==> config.mk <==
export PLATFORM = sky130hd
export DESIGN_NAME = seg7_scan_decoder_flat
export DESIGN_NICKNAME = d
export VERILOG_FILES = /design/src/rtl/seg7_pkg.sv /design/src/rtl/seg7_scan_decoder_if.sv /design/src/rtl/seg7_pattern_decode.sv /design/src/rtl/seg7_scan_decoder.sv /design/src/flat_wrapper.sv
export SDC_FILE = /design/constraint.sdc
export NUM_CORES = 1
export LEC_CHECK = 0
export ABC_AREA = 0
export BUFFER_PORTS_ARGS = -buffer_cell sky130_fd_sc_hd__buf_2
export CORE_UTILIZATION = 25
export CTS_CLUSTER_SIZE = 24
export DETAILED_ROUTE_END_ITERATION = 10
export PLACE_DENSITY = 0.47
export SLEW_MARGIN = 20
export SYNTH_ARGS = -nofsm -noshare
export SYNTH_HDL_FRONTEND = slang
export SYNTH_SLANG_ARGS = --single-unit
==> constraint.sdc <==
create_clock -name CLOCK_50 -period 3.46 [get_ports CLOCK_50]
set_input_delay 0.346 -clock CLOCK_50 [delete_from_list [all_inputs] [get_ports CLOCK_50]]
set_output_delay 0.346 -clock CLOCK_50 [all_outputs]
set_load 0.05 [all_outputs]
==> src/rtl/seg7_pkg.sv <==
// seg7_pkg: shared constants and types for the seven-segment readback logic.
//   SEG_W     segment line count (a..g)
//   NIB_W     decoded nibble width
//   SEG_TABLE active-high gfedcba pattern for each hex nibble 0..F
//   state_e   scan-decoder FSM states
package seg7_pkg;

  localparam int unsigned SEG_W = 7;
  localparam int unsigned NIB_W = 4;

  // Index is the nibble value; entry is the pattern an encoder drives for it.
  localparam logic [SEG_W-1:0] SEG_TABLE [16] = '{
    7'h3F, 7'h06, 7'h5B, 7'h4F, 7'h66, 7'h6D, 7'h7D, 7'h07,
    7'h7F, 7'h6F, 7'h77, 7'h7C, 7'h39, 7'h5E, 7'h79, 7'h71
  };

  typedef enum logic [1:0] {
    StWait,
    StSettle,
    StCapture,
    StHold
  } state_e;

endpackage

==> src/rtl/seg7_scan_decoder_if.sv <==
// seg7_scan_decoder_if: bus between the GPIO-facing stimulus side and the scan decoder.
//   seg_in      segment lines as seen on the header (raw polarity)
//   dig_en      digit enables as seen on the header (raw polarity)
//   value       decoded nibbles, digit i at [4i+3:4i]
//   digit_valid digit i holds a legal decode captured since reset
//   digit_err   last stable pattern on digit i was not a hex glyph
//   frame_done  one-cycle pulse when every digit has been captured
//   err_count   illegal-capture counter, present only with SEG7_DECODE_ERR_CNT_EN
// master drives the header lines; slave is the decoder.
interface seg7_scan_decoder_if #(
  parameter int unsigned DIGITS = 4
);
  logic [6:0]          seg_in;
  logic [DIGITS-1:0]   dig_en;
  logic [4*DIGITS-1:0] value;
  logic [DIGITS-1:0]   digit_valid;
  logic [DIGITS-1:0]   digit_err;
  logic                frame_done;
`ifdef SEG7_DECODE_ERR_CNT_EN
  logic [7:0]          err_count;
`endif

  modport master (
    output seg_in, dig_en,
`ifdef SEG7_DECODE_ERR_CNT_EN
    input  err_count,
`endif
    input  value, digit_valid, digit_err, frame_done
  );

  modport slave (
    input  seg_in, dig_en,
`ifdef SEG7_DECODE_ERR_CNT_EN
    output err_count,
`endif
    output value, digit_valid, digit_err, frame_done
  );

endinterface

==> src/rtl/seg7_pattern_decode.sv <==
// seg7_pattern_decode: combinational inverse of a nibble->segment encoder.
//   pattern  in  7  active-high gfedcba pattern
//   legal    out 1  pattern is one of the 16 hex glyphs
//   nibble   out 4  decoded value (0 when illegal)
module seg7_pattern_decode
  import seg7_pkg::*;
(
  input  logic [SEG_W-1:0] pattern,
  output logic             legal,
  output logic [NIB_W-1:0] nibble
);

  // Table entries are distinct, so at most one index can match.
  always_comb begin
    legal  = 1'b0;
    nibble = '0;
    for (int i = 0; i < 16; i++) begin
      if (pattern == SEG_TABLE[i]) begin
        legal  = 1'b1;
        nibble = NIB_W'(i);
      end
    end
  end

endmodule

==> src/rtl/seg7_scan_decoder.sv <==
// seg7_scan_decoder: samples a multiplexed seven-segment bus and recovers the hex nibble
// shown on each digit.
//   CLOCK_50  system clock
//   RESET     asynchronous active-high reset
//   bus       seg7_scan_decoder_if.slave (seg_in/dig_en in; value, digit_valid,
//             digit_err, frame_done out)
// Parameters: DIGITS (1..8), STABLE_CYCLES (>=2) identical samples before capture,
// ACTIVE_LOW selects inverted header polarity.
// Optional feature: define SEG7_DECODE_ERR_CNT_EN to add bus.err_count, a saturating
// count of illegal captures cleared only by RESET.
module seg7_scan_decoder
  import seg7_pkg::*;
#(
  parameter int unsigned DIGITS        = 4,
  parameter int unsigned STABLE_CYCLES = 8,
  parameter bit          ACTIVE_LOW    = 1'b1
) (
  input logic              CLOCK_50,
  input logic              RESET,
  seg7_scan_decoder_if.slave bus
);

  localparam int unsigned CntW = $clog2(STABLE_CYCLES + 1);
  // Raw level of an inactive line; also the XOR mask that normalizes to active-high.
  localparam logic [SEG_W-1:0]  SegIdle = {SEG_W{ACTIVE_LOW}};
  localparam logic [DIGITS-1:0] DigIdle = {DIGITS{ACTIVE_LOW}};

  logic [SEG_W-1:0]    seg_s1, seg_s2, seg_n;
  logic [DIGITS-1:0]   dig_s1, dig_s2, dig_n;
  logic                dig_onehot, changed;

  state_e              state_q, state_d;
  logic [CntW-1:0]     cnt_q, cnt_d;
  logic [SEG_W-1:0]    pat_q, pat_d;
  logic [DIGITS-1:0]   dig_q, dig_d;
  logic [DIGITS-1:0]   mask_q, mask_d;
  logic [4*DIGITS-1:0] value_q, value_d;
  logic [DIGITS-1:0]   valid_q, valid_d;
  logic [DIGITS-1:0]   err_q, err_d;
  logic                frame_q, frame_d;
`ifdef SEG7_DECODE_ERR_CNT_EN
  logic [7:0]          err_cnt_q, err_cnt_d;
`endif

  logic                dec_legal;
  logic [NIB_W-1:0]    dec_nibble;

  seg7_pattern_decode u_decode (
    .pattern (pat_q),
    .legal   (dec_legal),
    .nibble  (dec_nibble)
  );

  always_comb begin
    seg_n      = seg_s2 ^ SegIdle;
    dig_n      = dig_s2 ^ DigIdle;
    dig_onehot = (dig_n != '0) && ((dig_n & (dig_n - DIGITS'(1))) == '0);
    changed    = (seg_n != pat_q) || (dig_n != dig_q);
  end

  always_comb begin
    state_d = state_q;
    cnt_d   = cnt_q;
    pat_d   = pat_q;
    dig_d   = dig_q;
    mask_d  = mask_q;
    value_d = value_q;
    valid_d = valid_q;
    err_d   = err_q;
    frame_d = 1'b0;
`ifdef SEG7_DECODE_ERR_CNT_EN
    err_cnt_d = err_cnt_q;
`endif

    // A full mask is reported one cycle after it fills, and cleared at the same edge.
    if (mask_q == '1) begin
      frame_d = 1'b1;
      mask_d  = '0;
    end

    unique case (state_q)
      StWait: begin
        if (dig_onehot) begin
          state_d = StSettle;
          cnt_d   = CntW'(1);
          pat_d   = seg_n;
          dig_d   = dig_n;
        end
      end

      StSettle: begin
        if (!dig_onehot) begin
          state_d = StWait;
          cnt_d   = '0;
        end else if (changed) begin
          cnt_d = CntW'(1);
          pat_d = seg_n;
          dig_d = dig_n;
        end else if (cnt_q == CntW'(STABLE_CYCLES - 1)) begin
          // This sample is the STABLE_CYCLES-th identical one.
          cnt_d   = CntW'(STABLE_CYCLES);
          state_d = StCapture;
        end else begin
          cnt_d = cnt_q + CntW'(1);
        end
      end

      StCapture: begin
        for (int i = 0; i < DIGITS; i++) begin
          if (dig_q[i]) begin
            if (dec_legal) begin
              value_d[4*i +: 4] = dec_nibble;
              valid_d[i]        = 1'b1;
              err_d[i]          = 1'b0;
            end else begin
              err_d[i] = 1'b1;
            end
          end
        end
        mask_d = mask_d | dig_q;
`ifdef SEG7_DECODE_ERR_CNT_EN
        if (!dec_legal && (err_cnt_q != 8'hFF)) begin
          err_cnt_d = err_cnt_q + 8'd1;
        end
`endif
        // The sample arriving this cycle is not dropped: a change starts the next
        // settle window here, so every enable interval gets its full sample count.
        if (!dig_onehot) begin
          state_d = StWait;
          cnt_d   = '0;
        end else if (changed) begin
          state_d = StSettle;
          cnt_d   = CntW'(1);
          pat_d   = seg_n;
          dig_d   = dig_n;
        end else begin
          state_d = StHold;
          cnt_d   = '0;
        end
      end

      StHold: begin
        if (!dig_onehot) begin
          state_d = StWait;
        end else if (changed) begin
          state_d = StSettle;
          cnt_d   = CntW'(1);
          pat_d   = seg_n;
          dig_d   = dig_n;
        end
      end

      default: begin
        state_d = StWait;
        cnt_d   = '0;
      end
    endcase
  end

  always_ff @(posedge CLOCK_50 or posedge RESET) begin
    if (RESET) begin
      seg_s1    <= SegIdle;
      seg_s2    <= SegIdle;
      dig_s1    <= DigIdle;
      dig_s2    <= DigIdle;
      state_q   <= StWait;
      cnt_q     <= '0;
      pat_q     <= '0;
      dig_q     <= '0;
      mask_q    <= '0;
      value_q   <= '0;
      valid_q   <= '0;
      err_q     <= '0;
      frame_q   <= 1'b0;
`ifdef SEG7_DECODE_ERR_CNT_EN
      err_cnt_q <= '0;
`endif
    end else begin
      seg_s1    <= bus.seg_in;
      seg_s2    <= seg_s1;
      dig_s1    <= bus.dig_en;
      dig_s2    <= dig_s1;
      state_q   <= state_d;
      cnt_q     <= cnt_d;
      pat_q     <= pat_d;
      dig_q     <= dig_d;
      mask_q    <= mask_d;
      value_q   <= value_d;
      valid_q   <= valid_d;
      err_q     <= err_d;
      frame_q   <= frame_d;
`ifdef SEG7_DECODE_ERR_CNT_EN
      err_cnt_q <= err_cnt_d;
`endif
    end
  end

  assign bus.value       = value_q;
  assign bus.digit_valid = valid_q;
  assign bus.digit_err   = err_q;
  assign bus.frame_done  = frame_q;
`ifdef SEG7_DECODE_ERR_CNT_EN
  assign bus.err_count   = err_cnt_q;
`endif

endmodule

==> src/flat_wrapper.sv <==
// flat-port wrapper written by rule: the top's interface ports become plain ports
module seg7_scan_decoder_flat import seg7_pkg::*;
#(
  parameter int unsigned DIGITS        = 4,
  parameter int unsigned STABLE_CYCLES = 8,
  parameter bit          ACTIVE_LOW    = 1'b1
)
  (CLOCK_50, RESET, bus_seg_in, bus_dig_en, bus_value, bus_digit_valid, bus_digit_err, bus_frame_done);
  seg7_scan_decoder_if #(.DIGITS(DIGITS)) bus_i ();
  input logic CLOCK_50;
  input logic RESET;
  input wire logic [$bits(bus_i.seg_in)-1:0] bus_seg_in;
  input wire logic [$bits(bus_i.dig_en)-1:0] bus_dig_en;
  output wire logic [$bits(bus_i.value)-1:0] bus_value;
  output wire logic [$bits(bus_i.digit_valid)-1:0] bus_digit_valid;
  output wire logic [$bits(bus_i.digit_err)-1:0] bus_digit_err;
  output wire logic [$bits(bus_i.frame_done)-1:0] bus_frame_done;
  assign bus_i.seg_in = bus_seg_in;
  assign bus_i.dig_en = bus_dig_en;
  assign bus_value = bus_i.value;
  assign bus_digit_valid = bus_i.digit_valid;
  assign bus_digit_err = bus_i.digit_err;
  assign bus_frame_done = bus_i.frame_done;
  seg7_scan_decoder #(.DIGITS(DIGITS), .STABLE_CYCLES(STABLE_CYCLES), .ACTIVE_LOW(ACTIVE_LOW)) u_core (.CLOCK_50(CLOCK_50), .RESET(RESET), .bus(bus_i));
endmodule
Yosys cells after proc, flatten, opt, wreduce, memory -nomap -nowiden
Cells that the tools add are included.
{"block": "totals", "register_bits": 68, "input_bits": 13, "output_inout_bits": 25, "word_cells": 137}
{"block": "classes", "addsub": 2, "eq_ne": 31, "muxes": 61, "n_bitwise": 4, "reduce_logical": 17}
{"cell": "$mux W4", "n": 26}
{"cell": "$eq A7 B7 Y1 const B", "n": 12}
{"cell": "$mux W7", "n": 3}
{"cell": "$mux W1", "n": 20}
{"cell": "$reduce_and A3 Y1", "n": 6}
{"cell": "$mux W2", "n": 8}
{"cell": "$pmux W4 S4", "n": 1}
{"cell": "$eq A7 B3 Y1 const B", "n": 2}
{"cell": "$eq A7 B6 Y1 const B", "n": 2}
{"cell": "$pmux W7 S2", "n": 1}
{"cell": "$ne A2 B1 Y1 const B", "n": 5}
{"cell": "$ne A3 B3 Y1 const B", "n": 3}
{"cell": "$pmux W2 S4", "n": 1}
{"cell": "$pmux W4 S2", "n": 1}
{"cell": "$reduce_and A2 Y1", "n": 4}
{"cell": "$ne A7 B7 Y1", "n": 1}
{"cell": "$not A7 Y7", "n": 1}
{"cell": "$add A4 B1 Y4 const B", "n": 1}
{"cell": "$and A4 B4 Y4", "n": 1}
{"cell": "$eq A2 B2 Y1 const B", "n": 2}
{"cell": "$eq A4 B3 Y1 const B", "n": 1}
{"cell": "$eq A4 B4 Y1 const B", "n": 1}
{"cell": "$logic_not A4 Y1", "n": 1}
{"cell": "$ne A4 B4 Y1", "n": 1}
{"cell": "10 further kinds", "n": 10}

Depth between registers and ports, before layout
Gate-level depths: netlist (run 1).
{"block": "depth", "word_depth": 18, "mapped_depth": 8, "depth_no_buf": 7}

Modules after synthesis
A second synthesis (run 1) with hierarchy kept.
{"block": "hier_totals", "cells_unflattened": 262, "area_unflattened_um2": 3116.7}
{"mod": "seg7_scan_decoder", "n_inst": 1, "cells_per_inst": 200, "area_per_inst_um2": 2703.8, "seq_area_each_um2": 1729.2}
{"mod": "seg7_pattern_decode", "n_inst": 1, "cells_per_inst": 62, "area_per_inst_um2": 412.9, "seq_area_each_um2": 0.0}

Worst setup path before layout (run 1)
OpenSTA, ideal clock, no wires.
{"block": "synth_path", "kind": "reg-to-reg", "start": "register u_core.pat_q[1]", "end": "register u_core.value_q[0] (netlist: u_core.bus.value[0])", "setup_ns": 0.128, "arrival_time_ns": 1.917, "required_time_ns": 3.332, "slack_ns": 1.415, "stages_incl_launch_ff": 9, "n_path_buf": 2, "period_less_slack_ns": 2.045, "cell_sequence": "dfrtp_1 -> buf_2 -> or3b_1 -> a21oi_1 -> a21oi_1 -> and4_1 -> buf_6 -> nor2_8 -> mux2_1"}
{"block": "synth_between", "elab_chain_cells": 18, "elab_cells_between_ends": 48, "cone_classes": "eq/ne (16); mux (31); reduce/logical (1)"}
{"item": "from (decl)", "line_no": "seg7_scan_decoder.sv:34", "source": "logic [SEG_W-1:0] pat_q, pat_d;"}
{"item": "from (signal assigned)", "line_no": "seg7_scan_decoder.sv:185", "source": "pat_q <= pat_d;"}
{"item": "$eq A7 B6 Y1", "line_no": "seg7_pattern_decode.sv:18", "source": "if (pattern == SEG_TABLE[i]) begin"}
{"item": "$mux W1 (16 in a row)", "line_no": "seg7_pattern_decode.sv:18"}
{"item": "$reduce_and A3 Y1 (no source line)"}
{"item": "to (signal assigned)", "line_no": "seg7_scan_decoder.sv:188", "source": "value_q <= value_d;"}
{"item": "to (decl)", "line_no": "seg7_scan_decoder.sv:37", "source": "logic [4*DIGITS-1:0] value_q, value_d;"}
Parallel ways exist; a longest one is shown, timed or not.
A chain may end at the register's enable or synchronous reset.

Worst setup path in the final report (run 1)
Ends and elaborated chain as after synthesis.

==> results of run 1 <==
[logic make-up after synthesis]
| logic type | Yosys count |
|---|---|
| AO/OA/AOI/OAI | 44 |
| XOR/XNOR | 16 |
| adder cells (fa/ha/maj) | 6 |
| buffers and inverters | 20 |
| flip-flops | 68 |
| multiplexers | 23 |
| AND/OR/NAND/NOR | 87 |
[worst max-delay path: stages, from the launching register on]
cell and delay (ns):
sky130_fd_sc_hd__dfrtp_1 0.62, sky130_fd_sc_hd__nand2b_1 0.21, sky130_fd_sc_hd__a2111oi_0 0.08, sky130_fd_sc_hd__a311oi_1 0.30, sky130_fd_sc_hd__and4_1 0.81, sky130_fd_sc_hd__nor2_8 0.09, sky130_fd_sc_hd__mux2_1 0.34
[per-stage QoR]
stage / cell area [µm²] / hold WS, ns / utilization (%)
global route: 3836 / 0.1041 / 31.41
finish: 3836 / 0.1179 / 31.41
detailed placement: 3516 / 0.2957 / 28.79
global placement: 3516 / 0.2976 / 28.79
CTS: 3836 / 0.1064 / 31.41
floorplan: 3173 / 0.3452 / -
[Yosys cell counts (3+ instances only)]
library cell	count	area, µm²
sky130_fd_sc_hd__a21oi_1	12	60.06
sky130_fd_sc_hd__and2_1	3	18.77
sky130_fd_sc_hd__buf_2	3	15.01
sky130_fd_sc_hd__buf_4	3	22.52
sky130_fd_sc_hd__dfrtp_1	46	1151
sky130_fd_sc_hd__dfstp_2	22	578.1
sky130_fd_sc_hd__ha_1	6	75.07
sky130_fd_sc_hd__inv_1	10	37.54
sky130_fd_sc_hd__mux2_1	16	180.2
sky130_fd_sc_hd__mux2_2	5	56.30
sky130_fd_sc_hd__nand2_1	30	112.6
sky130_fd_sc_hd__nand2b_1	3	18.77
sky130_fd_sc_hd__nand4_1	4	25.02
sky130_fd_sc_hd__nor2_1	10	37.54
sky130_fd_sc_hd__nor2_8	4	80.08
sky130_fd_sc_hd__nor2b_1	3	18.77
sky130_fd_sc_hd__nor3_1	6	30.03
sky130_fd_sc_hd__nor4_1	3	18.77
sky130_fd_sc_hd__o21ai_0	10	50.05
sky130_fd_sc_hd__or2_2	4	25.02
sky130_fd_sc_hd__xnor2_1	13	113.9
[layout by cell type (no fill, tap or decap), types with 2 or more instances in the layout]
| cell type | Yosys | routed |
|---|---|---|
| sky130_fd_sc_hd__a2111oi_0 | 2 | 2 |
| sky130_fd_sc_hd__a211o_1 | 2 | 2 |
| sky130_fd_sc_hd__a21oi_1 | 12 | 12 |
| sky130_fd_sc_hd__a31oi_1 | 2 | 2 |
| sky130_fd_sc_hd__a41oi_1 | 2 | 2 |
| sky130_fd_sc_hd__and2_1 | 3 | 3 |
| sky130_fd_sc_hd__buf_2 | 3 | 37 |
| sky130_fd_sc_hd__buf_4 | 3 | 2 |
| sky130_fd_sc_hd__bufinv_16 | 0 | 2 |
| sky130_fd_sc_hd__clkbuf_1 | 2 | 3 |
| sky130_fd_sc_hd__clkbuf_16 | 0 | 9 |
| sky130_fd_sc_hd__dfrtp_1 | 46 | 46 |
| sky130_fd_sc_hd__dfstp_2 | 22 | 22 |
| sky130_fd_sc_hd__ha_1 | 6 | 6 |
| sky130_fd_sc_hd__inv_1 | 10 | 9 |
| sky130_fd_sc_hd__mux2_1 | 16 | 16 |
| sky130_fd_sc_hd__mux2_2 | 5 | 5 |
| sky130_fd_sc_hd__mux2i_1 | 2 | 2 |
| sky130_fd_sc_hd__nand2_1 | 30 | 30 |
| sky130_fd_sc_hd__nand2b_1 | 3 | 3 |
| sky130_fd_sc_hd__nand3_1 | 2 | 2 |
| sky130_fd_sc_hd__nand3b_1 | 2 | 2 |
| sky130_fd_sc_hd__nand4_1 | 4 | 4 |
| sky130_fd_sc_hd__nor2_1 | 10 | 10 |
| sky130_fd_sc_hd__nor2_8 | 4 | 4 |
| sky130_fd_sc_hd__nor2b_1 | 3 | 3 |
| sky130_fd_sc_hd__nor3_1 | 6 | 6 |
| sky130_fd_sc_hd__nor4_1 | 3 | 3 |
| sky130_fd_sc_hd__nor4_4 | 2 | 2 |
| sky130_fd_sc_hd__nor4b_1 | 2 | 2 |
| sky130_fd_sc_hd__o211ai_1 | 2 | 2 |
| sky130_fd_sc_hd__o21ai_0 | 10 | 10 |
| sky130_fd_sc_hd__or2_2 | 4 | 4 |
| sky130_fd_sc_hd__or3b_1 | 2 | 2 |
| sky130_fd_sc_hd__xnor2_1 | 13 | 13 |
| sky130_fd_sc_hd__xor2_1 | 2 | 2 |
[power by group through the flow]
| stage | clock network [mW] | logic [mW] | registers (mW) |
|---|---|---|---|
| 2_1_floorplan | 0 | 0.378 | 0.905 |
| 4_1_cts | 0.982 | 0.390 | 0.949 |
| 3_5_place_dp | 0 | 0.387 | 0.961 |
| 6_report | 0.957 | 0.383 | 0.949 |
| 3_3_place_gp | 0 | 0.387 | 0.959 |
| 5_1_grt | 1.03 | 0.433 | 0.961 |
[layer usage]
layer / GRT usage [%] / wire [µm]
met1: 14.23 / 3097
met5: 0 / 0
met4: 4.156 / 92
met2: 16.97 / 2941
met3: 2.912 / 213
[sequential cells by signal, summed over array words and instances (netlist names), 7 cells and up]
register          flops
u_core.bus.value     16
u_core.pat_q          7
u_core.seg_s1         7
u_core.seg_s2         7
[worst max-delay path by stage]
stage                          from                    to
finish              u_core.pat_q[1]   u_core.bus.value[0]
global route        u_core.pat_q[1]  u_core.bus.value[15]
CTS                 u_core.pat_q[1]  u_core.bus.value[15]
detailed placement  u_core.pat_q[1]  u_core.bus.value[15]
global placement    u_core.pat_q[1]  u_core.bus.value[12]
floorplan           u_core.pat_q[1]   u_core.bus.value[0]
[repair_timing]
| item | CTS | global route |
|---|---|---|
| resized for setup | 0 | 0 |
| hold buffers | 1 | 0 |
| hold endpoints to repair | 10 | 0 |
[final cells by class]
| class | instances | area (µm²) |
|---|---|---|
| multi-input cells | 176 | 1339 |
| inverters | 10 | 37.54 |
| clock buffers | 12 | 236.5 |
| flip-flops and latches | 68 | 1729 |
| clock inverters | 4 | 73.82 |
| fillers | 1278 | 8376 |
| repair buffers | 40 | 210.2 |
| well taps | 168 | 210.2 |
==> results by stage, run 1 <==
Detailed routing:
- The ratio of routed vias to standard cells is roughly 4.4.
- The total detailed-routing wirelength is about 6300 µm.
- The detailed router finished its first iteration with 63 violations.
- The first-pass iteration count of the detailed router is 4.
- The number of routed nets with antenna violations is 0.
- In the routed design, unresolved DRC markers number 0.
- In the final routed layout, each cell accounts on average for around 13 µm.
- The number of vias after detailed routing is around 2100.

Floorplan:
- The floorplan die width is approximately 110 µm.
- Once the floorplan was initialized, standard cells occupied 25.98% of the core.
- The chip height is between 100 and 150 µm.
- The count of standard-cell rows is 40.
- The floorplan step defined a core boundary enclosing 12210 µm².
- In this run the count of I/O pins placed on the die edge is 38.
- The die covers approximately 13000 µm².

Power:
- The cell-internal power is about 1.6 mW.
- Power spread over the standard cell area amounts to a little under 600 nW/µm².
- The maximum VDD drop is approximately 0.27 mV.
- The static leakage is between 1.5 and 2 nW.
- Combinational logic is responsible for between 10% and 20% of the overall power.
- The share of total power in sequential cells is between 40% and 50%.
- The net load switching power is ~0.65 mW.
- The clock network is responsible for about two fifths of the overall power.
- Summing internal, switching and leakage power gives between 2 and 2.5 mW.
- The proportion of total power due to net switching is between 20% and 30%.

STA:
- Setup total negative slack on the finished layout was measured at 0 ns.
- The least setup slack across all paths after layout is around 0.88 ns.
- Setup repair after global routing left no endpoint under its margin.
- The fmax is a little under 400 MHz.
- The max-slew headroom at the worst pin is between 40% and 50%.
- The post-route clock period utilization is 74.66%.
- The final setup skew is about 0.0060 ns.
- The count of final max-slew check failures is 0.
- For the pin with the worst max-slew slack, the measured transition is roughly 0.84 ns.
- The final hold violation count was 0.
- The minimum period implied by the final worst setup slack is 2.583 ns.
- The number of endpoints failing setup at the final stage is 0.

Global routing:
- Global routing used ~11% of the available tracks across all layers.
- The initial antenna violation count is 0.
- The pin count of the biggest net entering global routing is 38.
- The global-route wire length before repair is 10920 µm.
- The via count of the first global-routing pass came to approximately 2200.
- The total congestion overflow is 0.

Clock tree:
- In this run, CTS created clock tree buffers numbering 9.
- The number of levels the H-tree was split into is 3.
- The clock net sink count is 68.
- The TritonCTS clock tree is yes.
- In this run the deepest clock path goes through 2 buffers.
- CTS placed an instance of sky130_fd_sc_hd__clkbuf_16 at the clock tree root.
- Clock latency on the worst-skew pair, taken at its later pin, is approximately 0.32 ns.
- Once the clock tree was built, the setup fixing pass inserted 0 buffers.
- The CTS clock-pin slew for the worst setup and hold paths is 0.06 ns.

Place:
- The HPWL after detailed placement is ~4600 µm.
- The post-placement setup slack is 0.8713 ns.
- The count of buffers added on input and output ports is 37.
- The congestion estimate from routability-driven global placement came to ~0.79.
- In this run, placement finished with an instance count of about 460.

Synth:
- The xor/xnor share of the synthesized area is 4.653%.
- Summing the areas of all compound-gate instances in the mapped netlist gives a little under a tenth of the synthesized area.
- The main combinational cell family by area after synthesis is simple AND/OR/NAND/NOR gates.
- The area fraction in and, or, nand and nor cells after synthesis is a little under a fifth.
- The adder-cell share of the synthesized area is around 2.4%.
- A synthesized cell averages around 12 µm².
- For this run, the leading register cell type out of synthesis is sky130_fd_sc_hd__dfrtp_1.
- The post-synth net total is about 280.
- The cell area after synthesis is about 3200 µm².
- The number of flops mapped to enable cells by yosys is 0.
- The share of synthesized area spent on multiplexers is 8.084%.
- The number of register bits inferred by synthesis is between 60 and 70.
- After synthesis, the netlist uses 55 different library cells.
- After synthesis, the share of flip-flops with an asynchronous set or reset is 100.0%.
- Sequential elements use 54.50% of the synthesized area.
- The gate count after technology mapping is 264.
- The Yosys step of the flow raised 0 warnings.

Critical path:
- The data arrival time of the worst path is roughly 2.8 ns.
- The endpoint of the lowest-slack register-to-register path is u_core.bus.value[0].
- STA classifies the critical path startpoint as a flip-flop.
- The type of the setup path with the least slack is reg2reg.
- The worst endpoint required time is about 3.7 ns.
- STA classifies the critical path endpoint as a flip-flop.
- Measured in cells, the most critical reg-to-reg path has a length of 6.
- The startpoint identified for the worst register-to-register timing path is u_core.pat_q[1].
- For flop-to-flop paths, the worst setup slack is 0.88 ns.
- Of all nets on the critical path, the largest fanout is 14.

Layout:
- The count of antenna diodes in the layout is 0.
- In the final layout, the share of cells above drive strength 1 is a little under a third.
- The area growth from synthesis to layout is 20.90%.
- The final layout net count is approximately 320.
- The final cell count without fillers is about 480.

Hold path:
- The startpoint of the worst hold path is bus_dig_en[1].
- The class of the tightest hold or removal check is in2reg.
- The path with the worst hold slack has its endpoint at u_core.dig_s1[1].
- The depth of the worst hold-timing path is 1.

Flow run:
- The reported max-cap violation count is 0.

Outcome:
- The run finished with clean final reports.
Note: power is estimated with default switching activity, not from simulation.
==> run 2, diff against run 1 <==
==> constraint.sdc (replaced) <==
create_clock -name CLOCK_50 -period 2.4 [get_ports CLOCK_50]
set_input_delay 0.24 -clock CLOCK_50 [delete_from_list [all_inputs] [get_ports CLOCK_50]]
set_output_delay 0.24 -clock CLOCK_50 [all_outputs]
set_load 0.05 [all_outputs]
==> run 2 against run 1 <==
  * Sequential power is 41% higher
  * Largest power group unchanged
  * First-iteration DRC count is 13% lower
  * Global-route usage is 0.10 points lower
  * Critical endpoint is now u_core.bus.value[12]
==> results by stage, run 2 (synthesis gave the netlist of run 1 again) <==
Layout:
- The final layout net count is 341 (was 324).
- The count of antenna diodes in the layout is 0 (unchanged).
- The number of fill cells in the layout was 1271 (was 1278).
- The area growth from synthesis to layout is 28.63% (was 20.90%).
- The post-route standard cell area excluding fillers is 4081 µm² (was 3836 µm²).
- Most frequent cells in the layout: sky130_fd_sc_hd__dfrtp_1, sky130_fd_sc_hd__buf_2, sky130_fd_sc_hd__nand2_1 (unchanged).
- The share of cells above drive strength 1 came to 33.03% (was 30.97%).
- The footprint of the flip-flops and latches was 1730 µm² (was 1729 µm²).
- The area taken by multi-input logic gates came to 1345 µm² (was 1339 µm²).
- The number of flip-flops under the largest register name is 16 (unchanged).
- The most common cell after layout, fill and taps aside is sky130_fd_sc_hd__dfrtp_1 (unchanged).

STA:
- The minimum period implied by the final worst setup slack is 2.223 ns (was 2.583 ns).
- Unrepaired setup endpoints after global routing: false (unchanged).
- The least setup slack across all paths after layout came to 0.1767 ns (was 0.8766 ns).
- The final hold violation count is 0 (unchanged).
- The count of final max-slew check failures is 0 (unchanged).
- The measured slew at the worst slew-check pin is 0.7137 ns (was 0.8371 ns).
- The final setup skew is 0.005695 ns (was 0.006026 ns).
- The sum of negative setup slack was 0 ns (unchanged).
- The max-slew headroom at the worst pin is 52.35% (was 44.19%).
- The fmax is 449.8 MHz (was 387.1 MHz).
- The number of endpoints failing setup at the final stage is 0 (unchanged).
- The post-route clock period utilization is 92.64% (was 74.66%).

Clock tree:
- The number of levels the H-tree was split into is 3 (unchanged).
- The maximum clock insertion buffer count is 2 (unchanged).
- The CTS clock-pin slew for the worst setup and hold paths is 0.05 ns (was 0.06 ns).
- The buffer type at the clock tree root is sky130_fd_sc_hd__clkbuf_16 (unchanged).
- The number of buffers added by the clock tree synthesis step came to 9 (unchanged).
- The TritonCTS clock tree is yes (unchanged).
- The clock latency on the worst-skew pair is 0.33 ns (was 0.32 ns).
- The clock net sink count is 68 (unchanged).

Hold path:
- The class of the tightest hold or removal check is in2async (was in2reg).

Floorplan:
- The count of boundary I/O pins was 38 (unchanged).
- The chip height is 114.7 µm (unchanged).
- The area enclosed by the die boundary is 13150 µm² (unchanged).
- The count of standard-cell rows came to 40 (unchanged).
- The core outline area is 12210 µm² (unchanged).
- The floorplan die width is 114.7 µm (unchanged).
- The starting utilization of the core area came to 25.98% (unchanged).

Detailed routing:
- The ratio of routed vias to standard cells came to 4.216 (was 4.356).
- The number of vias after detailed routing was 2087 (was 2082).
- The number of DRC markers after the initial detailed-route iteration is 55 (was 63).
- The first-pass iteration count of the detailed router is 4 (unchanged).
- The number of routed nets with antenna violations is 0 (unchanged).
- The average routed wire per standard cell is 12.67 µm (was 13.27 µm).
- The total detailed-routing wirelength is 6274 µm (was 6344 µm).
- The detailed-route DRC error count came to 0 (unchanged).

Power:
- The maximum VDD drop is 0.4604 mV (was 0.2714 mV).
- The power density normalized to cell area is 882.8 nW/µm² (was 596.9 nW/µm²).
- The static leakage came to 1.994 nW (was 1.878 nW).
- The power after layout is 3.603 mW (was 2.290 mW).

Critical path:
- The type of the setup path with the least slack is reg2reg (unchanged).
- The data arrival time of the worst path is 2.43 ns (was 2.79 ns).
- The critical path launch point type is a flip-flop (unchanged).
- The critical path capture point type is a flip-flop (unchanged).
- The number of cells on the worst reg-to-reg path is 7 (was 6).
- The worst endpoint required time came to 2.61 ns (was 3.66 ns).
- The largest fanout on the critical path was 11 (was 14).

Place:
- The placed instance area is 3593 µm² (was 3516 µm²).
- The number of port buffers was 37 (unchanged).
- The post-placement setup slack is 0.1335 ns (was 0.8713 ns).
- The HPWL after detailed placement came to 4424 µm (was 4608 µm).
- The weighted congestion at the end of routability-driven global placement is 0.8589 (was 0.7870).

Global routing:
- The global-route wire length before repair was 10530 µm (was 10920 µm).
- The via count of the first global-routing pass came to 2082 (was 2181).
- The total congestion overflow is 0 (unchanged).
- The total routing resource utilization after global routing is 10.72% (was 10.83%).
- The initial antenna violation count came to 0 (unchanged).
- The pin count of the biggest net entering global routing came to 37 (was 38).

Flow run:
- The reported max-cap violation count came to 0 (unchanged).

Outcome:
- Run status: finished, final reports clean (unchanged).
[run 2: changes by cell type in the layout (fill, tap and decap cells not counted), sizes merged]
cell and change:
dlygate4sd3 +10, buf +7, clkinv -2, bufinv +1, clkbuf +1
[run 2: worst max-delay path, cell delays in order, from the launching register on]
cell,delay [ns]
sky130_fd_sc_hd__dfrtp_1,0.50
sky130_fd_sc_hd__or3b_1,0.37
sky130_fd_sc_hd__a211oi_1,0.29
sky130_fd_sc_hd__o21ai_1,0.11
sky130_fd_sc_hd__and4_1,0.18
sky130_fd_sc_hd__buf_12,0.16
sky130_fd_sc_hd__nor2_8,0.15
sky130_fd_sc_hd__mux2_1,0.33
[run 2: stage by stage]
| stage | instances | hold slack (ns) | util (%) |
|---|---|---|---|
| final | 495 | 0.02878 | 33.42 |
| after global placement | 468 | 0.3453 | 29.43 |
| after CTS | 490 | 0.001905 | 32.95 |
| after floorplan | 264 | 0.2445 | - |
| after detailed placement | 468 | 0.3461 | 29.43 |
| after global routing | 495 | 0.09433 | 33.42 |
[run 2: routing by layer]
layer,global-route usage [%],up-vias,routed length (µm)
li1,-,1041,-
met1,13.80,1001,3034
met2,16.08,33,2886
met3,3.653,12,219
met4,5.195,0,133
met5,0,-,0
[run 2: cell type report]
| class | instances | area share, % |
|---|---|---|
| inverters | 10 | 0.9197 |
| repair buffers | 57 | 9.503 |
| clock inverters | 3 | 2.207 |
| flip-flops and latches | 68 | 42.40 |
| multi-input cells | 176 | 32.96 |
| clock buffers | 13 | 6.867 |
| well taps | 168 | 5.150 |
[run 2: worst paths after layout]
kind	end	slack [ns]	from
min in group CLOCK_50	u_core.dig_s2[0]	0.35	u_core.dig_s1[0]
setup reg to reg	u_core.bus.value[12]	0.18	u_core.pat_q[1]
setup / recovery	u_core.bus.value[12]	0.18	u_core.pat_q[1]
hold / removal	u_core.mask_q[3]	0.03	RESET
max in group asynchronous	u_core.seg_s2[3]	1.67	RESET
hold reg to reg	u_core.dig_s2[0]	0.35	u_core.dig_s1[0]
[run 2: what timing repair did]
action | 4_1_cts | 5_1_grt
hold buffers | 6 | 5
setup endpoints to repair | 0 | 16
hold endpoints to repair | 6 | 5
buffers inserted | 0 | 0
gates resized for setup | 0 | 3
[run 2: power breakdown]
part	internal, mW	switching (mW)
clock network	1.13	0.471
logic	0.287	0.376
registers	1.24	0.103
total	2.65	0.951
